$ cat src/rtl/player_ctrl_n_if.sv
// rtl/player_ctrl_n_if.sv - player controller control/status bundle
interface player_ctrl_n_if #(
  parameter int N_SHOTS = 4,
  parameter int N_EPROJ = 11,
  parameter int CW      = 10,
  parameter int LW      = 3
) ();
  logic                    play;
  logic                    left;
  logic                    right;
  logic                    shoot;
  logic [N_SHOTS-1:0]      shot_hit;
  logic [N_EPROJ*CW-1:0]   eproj_x;
  logic [N_EPROJ*CW-1:0]   eproj_y;
  logic [N_EPROJ-1:0]      eproj_valid;
  logic [CW-1:0]           player_x;
  logic [CW-1:0]           player_y;
  logic [N_SHOTS*CW-1:0]   shots_x;
  logic [N_SHOTS*CW-1:0]   shots_y;
  logic [N_SHOTS-1:0]      shots_active;
  logic [N_EPROJ-1:0]      hit_ack;
  logic [LW-1:0]           lives;
  logic                    invuln;
  logic                    gameover;
  logic [1:0]              state;

  modport master (
    output play, left, right, shoot, shot_hit, eproj_x, eproj_y, eproj_valid,
    input  player_x, player_y, shots_x, shots_y, shots_active, hit_ack,
           lives, invuln, gameover, state
  );

  modport slave (
    input  play, left, right, shoot, shot_hit, eproj_x, eproj_y, eproj_valid,
    output player_x, player_y, shots_x, shots_y, shots_active, hit_ack,
           lives, invuln, gameover, state
  );
endinterface

$ cat src/rtl/player_ctrl_n.sv
// rtl/player_ctrl_n.sv - player movement, multi-shot pool, hit/lives game FSM
module player_ctrl_n #(
  parameter int N_SHOTS    = 4,
  parameter int N_EPROJ    = 11,
  parameter int CW         = 10,
  parameter int LW         = 3,
  parameter int X_MIN      = 90,
  parameter int X_MAX      = 550,
  parameter int START_X    = 320,
  parameter int START_Y    = 420,
  parameter int PARK_Y     = 470,
  parameter int SHOT_SPEED = 2,
  parameter int LIVES_INIT = 5,
  parameter int INVULN     = 32,
  parameter int COOLDOWN   = 8,
  parameter int HIT_DX     = 15,
  parameter int HIT_DY     = 20
) (
  input  logic             clk_4,
  input  logic             clr_n,
  player_ctrl_n_if.slave   bus
);

  typedef enum logic [1:0] {
    S_IDLE  = 2'd0,
    S_ALIVE = 2'd1,
    S_HIT   = 2'd2,
    S_OVER  = 2'd3
  } state_t;

  localparam int CDW = (COOLDOWN > 1) ? $clog2(COOLDOWN + 1) : 1;
  localparam int IVW = (INVULN > 1) ? $clog2(INVULN + 1) : 1;

  localparam logic [CW-1:0] L_X_MIN   = CW'(X_MIN);
  localparam logic [CW-1:0] L_X_MAX   = CW'(X_MAX);
  localparam logic [CW-1:0] L_START_X = CW'(START_X);
  localparam logic [CW-1:0] L_START_Y = CW'(START_Y);
  localparam logic [CW-1:0] L_PARK_Y  = CW'(PARK_Y);
  localparam logic [CW-1:0] L_SPEED   = CW'(SHOT_SPEED);
  localparam logic [CW:0]   L_DX      = (CW+1)'(HIT_DX);
  localparam logic [CW:0]   L_DY      = (CW+1)'(HIT_DY);
  localparam logic [LW-1:0] L_LIVES   = LW'(LIVES_INIT);

  state_t               r_state;
  state_t               w_state_nxt;
  logic [CW-1:0]        r_player_x;
  logic [CW-1:0]        w_player_x_nxt;
  logic [LW-1:0]        r_lives;
  logic [CDW-1:0]       r_cool;
  logic [IVW-1:0]       r_inv;
  logic                 r_gameover;
  logic [N_EPROJ-1:0]   r_hit_ack;
  logic [N_EPROJ-1:0]   w_hit;
  logic                 w_any_hit;
  logic [CW-1:0]        r_sx [N_SHOTS];
  logic [CW-1:0]        r_sy [N_SHOTS];
  logic [CW-1:0]        w_sx_nxt [N_SHOTS];
  logic [CW-1:0]        w_sy_nxt [N_SHOTS];
  logic [N_SHOTS-1:0]   r_active;
  logic [N_SHOTS-1:0]   w_active_nxt;
  logic [N_SHOTS-1:0]   w_free;
  logic [N_SHOTS-1:0]   w_fire_oh;
  logic                 w_fire;
  logic                 w_playing;
  logic                 w_init;
  logic                 w_park;

  // One enemy projectile against the player box, widened by one bit so no sum wraps
  function automatic logic f_hit(input logic [CW-1:0] ex, input logic [CW-1:0] ey,
                                 input logic [CW-1:0] px);
    logic [CW:0] x;
    logic [CW:0] y;
    logic [CW:0] p;
    logic [CW:0] q;
    x = {1'b0, ex};
    y = {1'b0, ey};
    p = {1'b0, px};
    q = {1'b0, L_START_Y};
    return (y < q) && ((q - y) < L_DY) && ((x + L_DX) > p) && (x < (p + L_DX));
  endfunction

  assign w_playing = (r_state == S_ALIVE) || (r_state == S_HIT);
  assign w_init    = !bus.play || (r_state == S_IDLE);
  assign w_park    = (w_state_nxt == S_OVER);
  assign w_any_hit = |w_hit;

  // Per-channel hit detection on registered player_x and live inputs
  always_comb begin
    w_hit = '0;
    for (int i = 0; i < N_EPROJ; i++) begin
      w_hit[i] = bus.eproj_valid[i] &&
                 f_hit(bus.eproj_x[i*CW +: CW], bus.eproj_y[i*CW +: CW], r_player_x);
    end
  end

  // Game-state next-state logic; play=0 overrides everything
  always_comb begin
    w_state_nxt = r_state;
    if (!bus.play) begin
      w_state_nxt = S_IDLE;
    end else begin
      case (r_state)
        S_IDLE:  w_state_nxt = S_ALIVE;
        S_ALIVE: if (w_any_hit) w_state_nxt = (r_lives <= LW'(1)) ? S_OVER : S_HIT;
        S_HIT:   if (r_inv == '0) w_state_nxt = S_ALIVE;
        S_OVER:  w_state_nxt = S_OVER;
        default: w_state_nxt = S_IDLE;
      endcase
    end
  end

  // Horizontal movement with clamping; opposing requests cancel
  always_comb begin
    w_player_x_nxt = r_player_x;
    if (w_playing) begin
      if (bus.left && !bus.right && (r_player_x > L_X_MIN)) begin
        w_player_x_nxt = r_player_x - CW'(1);
      end else if (bus.right && !bus.left && (r_player_x < L_X_MAX)) begin
        w_player_x_nxt = r_player_x + CW'(1);
      end
    end
  end

  // Shot pool: retire/advance active slots, fill the lowest slot that was free at cycle start
  always_comb begin
    w_free    = ~r_active;
    w_fire    = bus.shoot && (r_cool == '0) && w_playing && (|w_free);
    w_fire_oh = w_fire ? (w_free & (~w_free + N_SHOTS'(1))) : '0;
    for (int i = 0; i < N_SHOTS; i++) begin
      w_sx_nxt[i]     = r_sx[i];
      w_sy_nxt[i]     = r_sy[i];
      w_active_nxt[i] = r_active[i];
      if (r_active[i]) begin
        if (bus.shot_hit[i] || (r_sy[i] < L_SPEED)) begin
          w_sx_nxt[i]     = '0;
          w_sy_nxt[i]     = L_PARK_Y;
          w_active_nxt[i] = 1'b0;
        end else begin
          w_sy_nxt[i] = r_sy[i] - L_SPEED;
        end
      end else if (w_fire_oh[i]) begin
        w_sx_nxt[i]     = r_player_x;
        w_sy_nxt[i]     = L_START_Y;
        w_active_nxt[i] = 1'b1;
      end
    end
  end

  // State register
  always_ff @(posedge clk_4 or negedge clr_n) begin
    if (!clr_n) begin
      r_state <= S_IDLE;
    end else begin
      r_state <= w_state_nxt;
    end
  end

  // Datapath registers; IDLE or play=0 holds everything at start-of-game values
  always_ff @(posedge clk_4 or negedge clr_n) begin
    if (!clr_n) begin
      r_player_x <= L_START_X;
      r_lives    <= L_LIVES;
      r_cool     <= '0;
      r_inv      <= '0;
      r_gameover <= 1'b0;
      r_hit_ack  <= '0;
      r_active   <= '0;
      for (int i = 0; i < N_SHOTS; i++) begin
        r_sx[i] <= '0;
        r_sy[i] <= L_PARK_Y;
      end
    end else if (w_init) begin
      r_player_x <= L_START_X;
      r_lives    <= L_LIVES;
      r_cool     <= '0;
      r_inv      <= '0;
      r_gameover <= 1'b0;
      r_hit_ack  <= '0;
      r_active   <= '0;
      for (int i = 0; i < N_SHOTS; i++) begin
        r_sx[i] <= '0;
        r_sy[i] <= L_PARK_Y;
      end
    end else begin
      r_player_x <= w_player_x_nxt;
      r_gameover <= (w_state_nxt == S_OVER);
      r_hit_ack  <= (r_state == S_ALIVE) ? w_hit : '0;

      if ((r_state == S_ALIVE) && w_any_hit) begin
        r_lives <= (r_lives <= LW'(1)) ? '0 : (r_lives - LW'(1));
      end

      if (w_state_nxt == S_HIT && r_state == S_ALIVE) begin
        r_inv <= IVW'(INVULN - 1);
      end else if (r_state == S_HIT && r_inv != '0) begin
        r_inv <= r_inv - IVW'(1);
      end

      if (w_park || r_state == S_OVER) begin
        r_cool   <= '0;
        r_active <= '0;
        for (int i = 0; i < N_SHOTS; i++) begin
          r_sx[i] <= '0;
          r_sy[i] <= L_PARK_Y;
        end
      end else begin
        // Reload with COOLDOWN-1 so consecutive fires land exactly COOLDOWN cycles apart
        if (w_fire) begin
          r_cool <= CDW'(COOLDOWN - 1);
        end else if (r_cool != '0) begin
          r_cool <= r_cool - CDW'(1);
        end
        r_active <= w_active_nxt;
        for (int i = 0; i < N_SHOTS; i++) begin
          r_sx[i] <= w_sx_nxt[i];
          r_sy[i] <= w_sy_nxt[i];
        end
      end
    end
  end

  // Pack shot registers onto the flat output buses
  always_comb begin
    bus.shots_x = '0;
    bus.shots_y = '0;
    for (int i = 0; i < N_SHOTS; i++) begin
      bus.shots_x[i*CW +: CW] = r_sx[i];
      bus.shots_y[i*CW +: CW] = r_sy[i];
    end
  end

  assign bus.player_x     = r_player_x;
  assign bus.player_y     = L_START_Y;
  assign bus.shots_active = r_active;
  assign bus.hit_ack      = r_hit_ack;
  assign bus.lives        = r_lives;
  assign bus.invuln       = (r_state == S_HIT);
  assign bus.gameover     = r_gameover;
  assign bus.state        = r_state;

endmodule

$ cat src/flat_wrapper.sv
// flat-port wrapper written by rule: the top's interface ports become plain ports
module player_ctrl_n_flat 
#(
  parameter int N_SHOTS    = 4,
  parameter int N_EPROJ    = 11,
  parameter int CW         = 10,
  parameter int LW         = 3,
  parameter int X_MIN      = 90,
  parameter int X_MAX      = 550,
  parameter int START_X    = 320,
  parameter int START_Y    = 420,
  parameter int PARK_Y     = 470,
  parameter int SHOT_SPEED = 2,
  parameter int LIVES_INIT = 5,
  parameter int INVULN     = 32,
  parameter int COOLDOWN   = 8,
  parameter int HIT_DX     = 15,
  parameter int HIT_DY     = 20
)
  (clk_4, clr_n, bus_play, bus_left, bus_right, bus_shoot, bus_shot_hit, bus_eproj_x, bus_eproj_y, bus_eproj_valid, bus_player_x, bus_player_y, bus_shots_x, bus_shots_y, bus_shots_active, bus_hit_ack, bus_lives, bus_invuln, bus_gameover, bus_state);
  player_ctrl_n_if #(.N_SHOTS(N_SHOTS), .N_EPROJ(N_EPROJ), .CW(CW), .LW(LW)) bus_i ();
  input  logic clk_4;
  input  logic clr_n;
  input wire logic [$bits(bus_i.play)-1:0] bus_play;
  input wire logic [$bits(bus_i.left)-1:0] bus_left;
  input wire logic [$bits(bus_i.right)-1:0] bus_right;
  input wire logic [$bits(bus_i.shoot)-1:0] bus_shoot;
  input wire logic [$bits(bus_i.shot_hit)-1:0] bus_shot_hit;
  input wire logic [$bits(bus_i.eproj_x)-1:0] bus_eproj_x;
  input wire logic [$bits(bus_i.eproj_y)-1:0] bus_eproj_y;
  input wire logic [$bits(bus_i.eproj_valid)-1:0] bus_eproj_valid;
  output wire logic [$bits(bus_i.player_x)-1:0] bus_player_x;
  output wire logic [$bits(bus_i.player_y)-1:0] bus_player_y;
  output wire logic [$bits(bus_i.shots_x)-1:0] bus_shots_x;
  output wire logic [$bits(bus_i.shots_y)-1:0] bus_shots_y;
  output wire logic [$bits(bus_i.shots_active)-1:0] bus_shots_active;
  output wire logic [$bits(bus_i.hit_ack)-1:0] bus_hit_ack;
  output wire logic [$bits(bus_i.lives)-1:0] bus_lives;
  output wire logic [$bits(bus_i.invuln)-1:0] bus_invuln;
  output wire logic [$bits(bus_i.gameover)-1:0] bus_gameover;
  output wire logic [$bits(bus_i.state)-1:0] bus_state;
  assign bus_i.play = bus_play;
  assign bus_i.left = bus_left;
  assign bus_i.right = bus_right;
  assign bus_i.shoot = bus_shoot;
  assign bus_i.shot_hit = bus_shot_hit;
  assign bus_i.eproj_x = bus_eproj_x;
  assign bus_i.eproj_y = bus_eproj_y;
  assign bus_i.eproj_valid = bus_eproj_valid;
  assign bus_player_x = bus_i.player_x;
  assign bus_player_y = bus_i.player_y;
  assign bus_shots_x = bus_i.shots_x;
  assign bus_shots_y = bus_i.shots_y;
  assign bus_shots_active = bus_i.shots_active;
  assign bus_hit_ack = bus_i.hit_ack;
  assign bus_lives = bus_i.lives;
  assign bus_invuln = bus_i.invuln;
  assign bus_gameover = bus_i.gameover;
  assign bus_state = bus_i.state;
  player_ctrl_n #(.N_SHOTS(N_SHOTS), .N_EPROJ(N_EPROJ), .CW(CW), .LW(LW), .X_MIN(X_MIN), .X_MAX(X_MAX), .START_X(START_X), .START_Y(START_Y), .PARK_Y(PARK_Y), .SHOT_SPEED(SHOT_SPEED), .LIVES_INIT(LIVES_INIT), .INVULN(INVULN), .COOLDOWN(COOLDOWN), .HIT_DX(HIT_DX), .HIT_DY(HIT_DY)) u_core (.clk_4(clk_4), .clr_n(clr_n), .bus(bus_i));
endmodule
$ cat config.mk
export PLATFORM = sky130hd
export DESIGN_NAME = player_ctrl_n_flat
export DESIGN_NICKNAME = d
export VERILOG_FILES = /design/src/rtl/player_ctrl_n_if.sv /design/src/rtl/player_ctrl_n.sv /design/src/flat_wrapper.sv
export SDC_FILE = /design/constraint.sdc
export NUM_CORES = 1
export LEC_CHECK = 0
export CAP_MARGIN = 20
export CORE_MARGIN = 2
export CORE_UTILIZATION = 50
export DETAILED_ROUTE_END_ITERATION = 8
export PLACE_DENSITY = 0.88
export SYNTH_ARGS = -nofsm -noshare
export SYNTH_HDL_FRONTEND = slang
export SYNTH_SLANG_ARGS = --single-unit
$ cat constraint.sdc
create_clock -name clk_4 -period 6.9 [get_ports clk_4]
set_input_delay 0.69 -clock clk_4 [delete_from_list [all_inputs] [get_ports clk_4]]
set_output_delay 0.69 -clock clk_4 [all_outputs]
set_load 0.02 [all_outputs]
# After elaboration in Yosys (flattened, before gate mapping)
# Cells that the tools add are included.
[word_totals]
reg_bits = 121
in_bits = 241
output_inout_bits = 122
word_cells = 262
[classes]
bitwise_logic = 3
addsub = 33
mux = 65
order_cmp = 51
reduce_logical = 85
eq_ne = 9
[ops]
columns = ["cell", "n"]
rows = [
  ["2-to-1 mux 10 bit", 28],
  ["2-to-1 mux 40 bit", 4],
  ["adder 10 x 4 -> 11 bit, second input constant", 12],
  ["greater-than comparator 11 x 10 -> 1 bit", 11],
  ["< comparator 10 x 11 -> 1 bit", 11],
  ["< comparator 11 x 5 -> 1 bit, second input constant", 11],
  ["subtractor 9 x 10 -> 11 bit, first input constant", 11],
  ["< comparator 10 x 9 -> 1 bit, second input constant", 11],
  ["logical AND 1 bit", 54],
  ["< comparator 10 x 2 -> 1 bit, second input constant", 4],
  ["subtractor 10 x 2 -> 10 bit, second input constant", 4],
  ["2-to-1 mux 4 bit", 7],
  ["nonzero test 4 bit", 6],
  ["2-to-1 mux 11 bit", 2],
  ["2-to-1 mux 6 bit", 3],
  ["!= test 4 bit, second input constant", 4],
  ["2-to-1 mux 1 bit", 14],
  ["OR reduction 11 bit", 1],
  ["adder 10 x 1 -> 10 bit, second input constant", 1],
  ["greater-than comparator 10 x 7 -> 1 bit, second input constant", 1],
  ["< comparator 10 bit, second input constant", 1],
  ["AND reduction 2 bit", 5],
  ["subtractor 10 x 1 -> 10 bit, second input constant", 1],
  ["2-to-1 mux 3 bit", 3],
  ["other kinds (20)", 36],
]

# Logic depth before layout (Yosys ltp)
[depth]
word_depth = 14
depth_mapped = 20

# Worst setup path after synthesis
# No wires, ideal clock.
[synth_path]
path_type = "reg-to-reg"
from = "reg u_core.r_player_x[0] (netlist: u_core.bus.player_x[0])"
to = "reg u_core.r_sy, in the netlist u_core.bus.shots_y[6]"
t_arrival_ns = 5.058
path_slack_ns = 1.760
required_time_ns = 6.818
setup_ns = 0.082
path_stages_with_launch = 20
path_cell_list = "dfrtp_1 -> clkbuf_1 -> inv_1 -> ha_1 -> and3_1 -> clkbuf_1 -> xnor2_1 -> ha_1 -> a21oi_1 -> nor2b_1 -> o31a_1 -> o2111ai_1 -> a21oi_1 -> a2111o_1 -> nor4bb_1 -> a211o_1 -> a311o_1 -> buf_2 -> buf_6 -> o21bai_1"
[synth_via]
elab_chain_cells = 12
elab_cells_between_ends = 65
cone_classes = "add/sub: 1; order compare: 22; eq/ne: 1; mux: 5; reduce/logical: 36"
[synth_rtl]
columns = ["element", "line", "source"]
rows = [
  ["start, declared", "player_ctrl_n.sv:46", "logic [CW-1:0] r_player_x;"],
  ["start signal, assigned", "player_ctrl_n.sv:185", "r_player_x <= w_player_x_nxt;"],
  ["adder 10 x 4 -> 11 bit / greater-than comparator 11 x 10 -> 1 bit (equally long branches)", "player_ctrl_n.sv:79", "return (y < q) && ((q - y) < L_DY) && ((x + L_DX) > p) && (x < (p + L_DX));"],
  ["< comparator 10 x 11 -> 1 bit / logical AND 1 bit (equally long branches)", "player_ctrl_n.sv:79", ""],
  ["logical AND 1 bit", "player_ctrl_n.sv:79", ""],
  ["logical AND 1 bit", "player_ctrl_n.sv:91", "w_hit[i] = bus.eproj_valid[i] &&"],
  ["OR reduction 11 bit *", "player_ctrl_n.sv:85", "assign w_any_hit = |w_hit;"],
  ["2-to-1 mux 2 bit *", "player_ctrl_n.sv:104", "S_ALIVE: if (w_any_hit) w_state_nxt = (r_lives <= LW'(1)) ? S_OVER : S_HIT;"],
  ["case mux 2 bit (4 select lines) *", "player_ctrl_n.sv:102", "case (r_state)"],
  ["2-to-1 mux 2 bit *", "player_ctrl_n.sv:99", "if (!bus.play) begin"],
  ["== test 2 bit *", "player_ctrl_n.sv:84", "assign w_park = (w_state_nxt == S_OVER);"],
  ["logical OR 1 bit *", "player_ctrl_n.sv:199", "if (w_park || r_state == S_OVER) begin"],
  ["2-to-1 mux 40 bit", "player_ctrl_n.sv:199", ""],
  ["2-to-1 mux 40 bit", "player_ctrl_n.sv:172", "end else if (w_init) begin"],
  ["end signal, assigned by index", "player_ctrl_n.sv:216", "r_sy[i] <= w_sy_nxt[i];"],
  ["end, declared", "player_ctrl_n.sv:56", "logic [CW-1:0] r_sy [N_SHOTS];"],
]
# Every way passes the cells marked *; elsewhere a longest branch is shown, timed or not.
# A chain may end at the register's enable or synchronous reset.

# Final worst setup path
[layout_path]
from = "reg u_core.r_player_x[6] (netlist: u_core.bus.player_x[6])"
to = "reg u_core.r_sy, in the netlist u_core.bus.shots_y[21]"
# The elaborated chain is that of the path after synthesis.

==> summary.txt <==
Synthesis
  • Ys flop type: dfrtp_1
  • Main combinational cell family by area after synthesis: adder cells
  • Ys async rst share: 1.000
  • Cell Area, Synth: 13210 um2
  • Simple-gate area share of the yosys netlist: 0.2214
  • Synth area leader: ha_1
  • Cell count after synthesis: 1592
  • Post-Synth XOR/XNOR Area: 0.06832
  • Number of synthesized register bits: 117
  • Number of synthesized flops with an enable pin: 0
  • Multiplexer share of the synthesized area: 0.003885
  • Adder-cell share of the synthesized area: 0.2422
  • Top post-synthesis cells by count: ha_1 (254), nor2_1 (179), a21oi_1 (126)
  • Yosys warns: 0
  • Ranking of synthesized cells by area: ha_1 (24%), dfrtp_1 (17%), dfstp_2 (5.6%), nor2_1 (5.1%), a21oi_1 (4.8%)
  • Sequential area share after synthesis: 0.2244
  • Syn_area_per_cell: 8.295 um2
  • Synth Area in Compound Gates: 0.1993
  • Most frequent cell after synthesis: ha_1
  • Top cell type's share of synthesized area: 0.2407
  • Unique masters post-synth: 74

Place
  • IO Port Bufs: 348
  • DP HPWL: 34690 um
  • # placed instances: 2253
  • Routability Congestion: 0.9551

Critical path
  • Critical path peak fanout: 84
  • Kind of cell adding the most delay to the critical path: simple AND/OR/NAND/NOR gates
  • Crit path largest cell delay: 0.66 ns
  • Data arrival, critical path: 5.84 ns
  • WP buf/inv: 3
  • Setup CP Type: reg -> reg
  • CP cell instances: inv_1 > or4_4 > nor2_1 > xnor2_2 > ha_1 > a21oi_1 > a21oi_1 > or4_1 > o2111ai_1 > nor4bb_1 > buf_4 > a211o_1 > a311o_2 > buf_4 > a221o_1
  • Slowest CP cell: dfstp_2
  • Startpoint types: register
  • Setup crit end kind: register
  • Req. time, crit path: 7.24 ns

Global routing
  • Number of global-route vias before repair: 14220
  • Gr usage total: 0.3255
  • Global-route wire length before repair: 73090 um
  • GR Overflow Total: 0
  • Initial antenna violation count: 4
  • Largest net degree at the start of global routing: 85

Final layout
  • P&R area growth vs syn: 33.70%
  • Final layout net count: 2435
  • Fraction of layout cells with a size suffix above 1: 0.04867
  • Final core utilization: 0.6795
  • Non-Filler Instances: 2290

STA
  • Slew Limit Fails: 0
  • Slew @ Worst Pin: 1.120 ns
  • Peak Freq: 0.1819 GHz
  • Hold Fails Final Rpt: 0
  • Clk_skew: 0.01032 ns
  • Endpoints failing setup: 0
  • Period minus WS final: 5.496 ns
  • Hold_ws: 0.3081 ns
  • Tcrit/Tclk final: 0.7966
  • Slew margin rel.: 0.2505
  • TNS Setup: 0 ns
  • RSZ-0062 raised after global routing: false

Flow run
  • Max-cap violations: 0

Power and ir drop
  • Flop pwr share: 0.309
  • Maximum vdd drop: 0.1945 mV
  • Pint: 1.569 mW
  • Pwr Density: 128.4 nW/um2
  • Switch Pwr: 698.8 uW
  • Comb pwr share: 0.297
  • Clk pwr share: 0.394
  • Net Sw Frac: 0.3082
  • Leakage power: 7.641 nW

Clock tree
  • CTS buffer count: 17
  • Post-CTS setup buffer count: 0
  • Clk Latency, worst-skew pair: 0.42 ns
  • CTS tree: yes
  • Post_cts resized: 0
  • Worst-path clk slew: 0.06 ns
  • Clock root cell: clkbuf_16
  • CTS hold repair buffers: 0
  • Htree depth: 4
  • # clock sinks: 117
  • Maximum clock path buffer count: 2

Floorplan
  • Horiz. Die Dim: 166.5 um
  • Row count: 59
  • Initial cell density of the core: 0.5082
  • I/O pin cnt: 363
  • Die Height: 166.5 um
  • Die area: 27730 um2
  • Core ar.: 25980 um2

Routing
  • Antenna viol nets, final: 0
  • Routed WL: 46450 um
  • Wire length per cell: 20.29 um
  • Vias/cell: 6.268
  • DRC violations left: 0
  • Iteration-0 DRC Markers: 1350
  • Pre-antenna DRT Iters: 5
  • Vias after detailed routing: 14350

Hold path
  • HP Class: in -> async

Status
  • Status: completed
==> through the flow <==
step | cell area (um2) | total power [mW] | setup slack [ns]
global route | 17660 | 2.384 | 1.131
detailed placement | 17050 | 1.371 | 1.475
CTS | 17640 | 2.269 | 1.462
floorplan | 13250 | 1.074 | 1.760
global placement | 17050 | 1.341 | 1.545
finish | 17660 | 2.267 | 1.404
==> layout by cell type, fill, tap and decap left out, types with 9 or more instances in the layout <==
master | netlist | layout
xnor2_1 | 59 | 52
o21a_1 | 15 | 15
dfstp_2 | 28 | 28
nor3b_1 | 12 | 12
a21o_1 | 22 | 22
dfrtp_1 | 89 | 89
nor2b_1 | 23 | 23
nand4_1 | 38 | 38
nor3_1 | 44 | 44
a22oi_1 | 46 | 46
xor2_1 | 44 | 44
buf_4 | 18 | 17
conb_1 | 2 | 14
a211oi_1 | 14 | 14
nor2_1 | 179 | 179
o21ai_0 | 57 | 57
o22ai_1 | 9 | 9
o41ai_1 | 10 | 10
clkdlybuf4s50_1 | 0 | 347
nand3_1 | 48 | 48
o31ai_1 | 16 | 16
clkbuf_16 | 0 | 17
ha_1 | 254 | 254
nor4_1 | 17 | 17
o211ai_1 | 15 | 15
nand3b_1 | 11 | 11
nand2_1 | 125 | 125
and3_1 | 25 | 25
nand2b_1 | 22 | 22
o2111ai_1 | 9 | 9
inv_1 | 67 | 67
or3_1 | 11 | 11
a21oi_1 | 126 | 126
==> logic make-up (layout without fill, tap and decap cells) <==
family                     Yosys count  in the layout
and+or+nand+nor                    592            592
muxes                                5              5
other                                2             17
xor gates and xnor gates           103            103
buffers and inverters              118            466
DFF                                117            117
AOI/OAI and AO/OA                  400            400
adders and majority gates          255            255
==> registers in the layout (all words and copies together) (netlist names) <==
| signal | flops |
|---|---|
| u_core.bus.gameover | 1 |
| u_core.bus.hit_ack | 11 |
| u_core.bus.lives | 3 |
| u_core.bus.player_x | 10 |
| u_core.bus.shots_active | 4 |
| u_core.bus.shots_x | 40 |
| u_core.bus.shots_y | 36 |
| u_core.bus.state | 2 |
| u_core.r_cool | 4 |
| u_core.r_inv | 6 |
==> layout make-up <==
class,count,area (um2)
antenna,3,7.507
inverter,69,259.0
timing repair buffer,365,3606
clock inverter,11,127.6
sequential,117,2963
tap,335,419.2
multi-input combinational,1369,9813
fill,2033,8329
clock buffer,21,460.4
==> layer usage <==
layer | track usage | share of wire | vias to the layer above
met1 | 0.3894 | 0.39 | 6840
met2 | 0.5474 | 0.47 | 770
met5 | 0 | 0 | -
met4 | 0.1780 | 0.055 | 0
li1 | - | - | 6568
met3 | 0.06797 | 0.086 | 175
==> path summary, 6_finish.rpt <==
check                                  startpoint                     end  slack (ns)  depth (start not counted)
setup reg to reg           u_core.bus.player_x[6]  u_core.bus.shots_y[21]        1.40                         15
hold / removal                              clr_n   u_core.bus.hit_ack[8]        0.31                          1
max in group asynchronous                   clr_n         u_core.r_inv[4]        5.25                          2
hold reg to reg            u_core.bus.shots_y[36]  u_core.bus.shots_y[36]        0.52                          2
setup / recovery           u_core.bus.player_x[6]  u_core.bus.shots_y[21]        1.40                         15
min in group clk_4         u_core.bus.shots_y[36]  u_core.bus.shots_y[36]        0.52                          2
==> power groups by stage <==
| stage | logic, mW | registers, mW | clock network [mW] |
|---|---|---|---|
| after floorplan | 0.362 | 0.712 | 0 |
| after global placement | 0.629 | 0.712 | 0 |
| after detailed placement | 0.659 | 0.713 | 0 |
| after CTS | 0.664 | 0.701 | 0.904 |
| after global routing | 0.745 | 0.702 | 0.937 |
| final | 0.673 | 0.702 | 0.892 |
(Power assumes the default switching activity.)
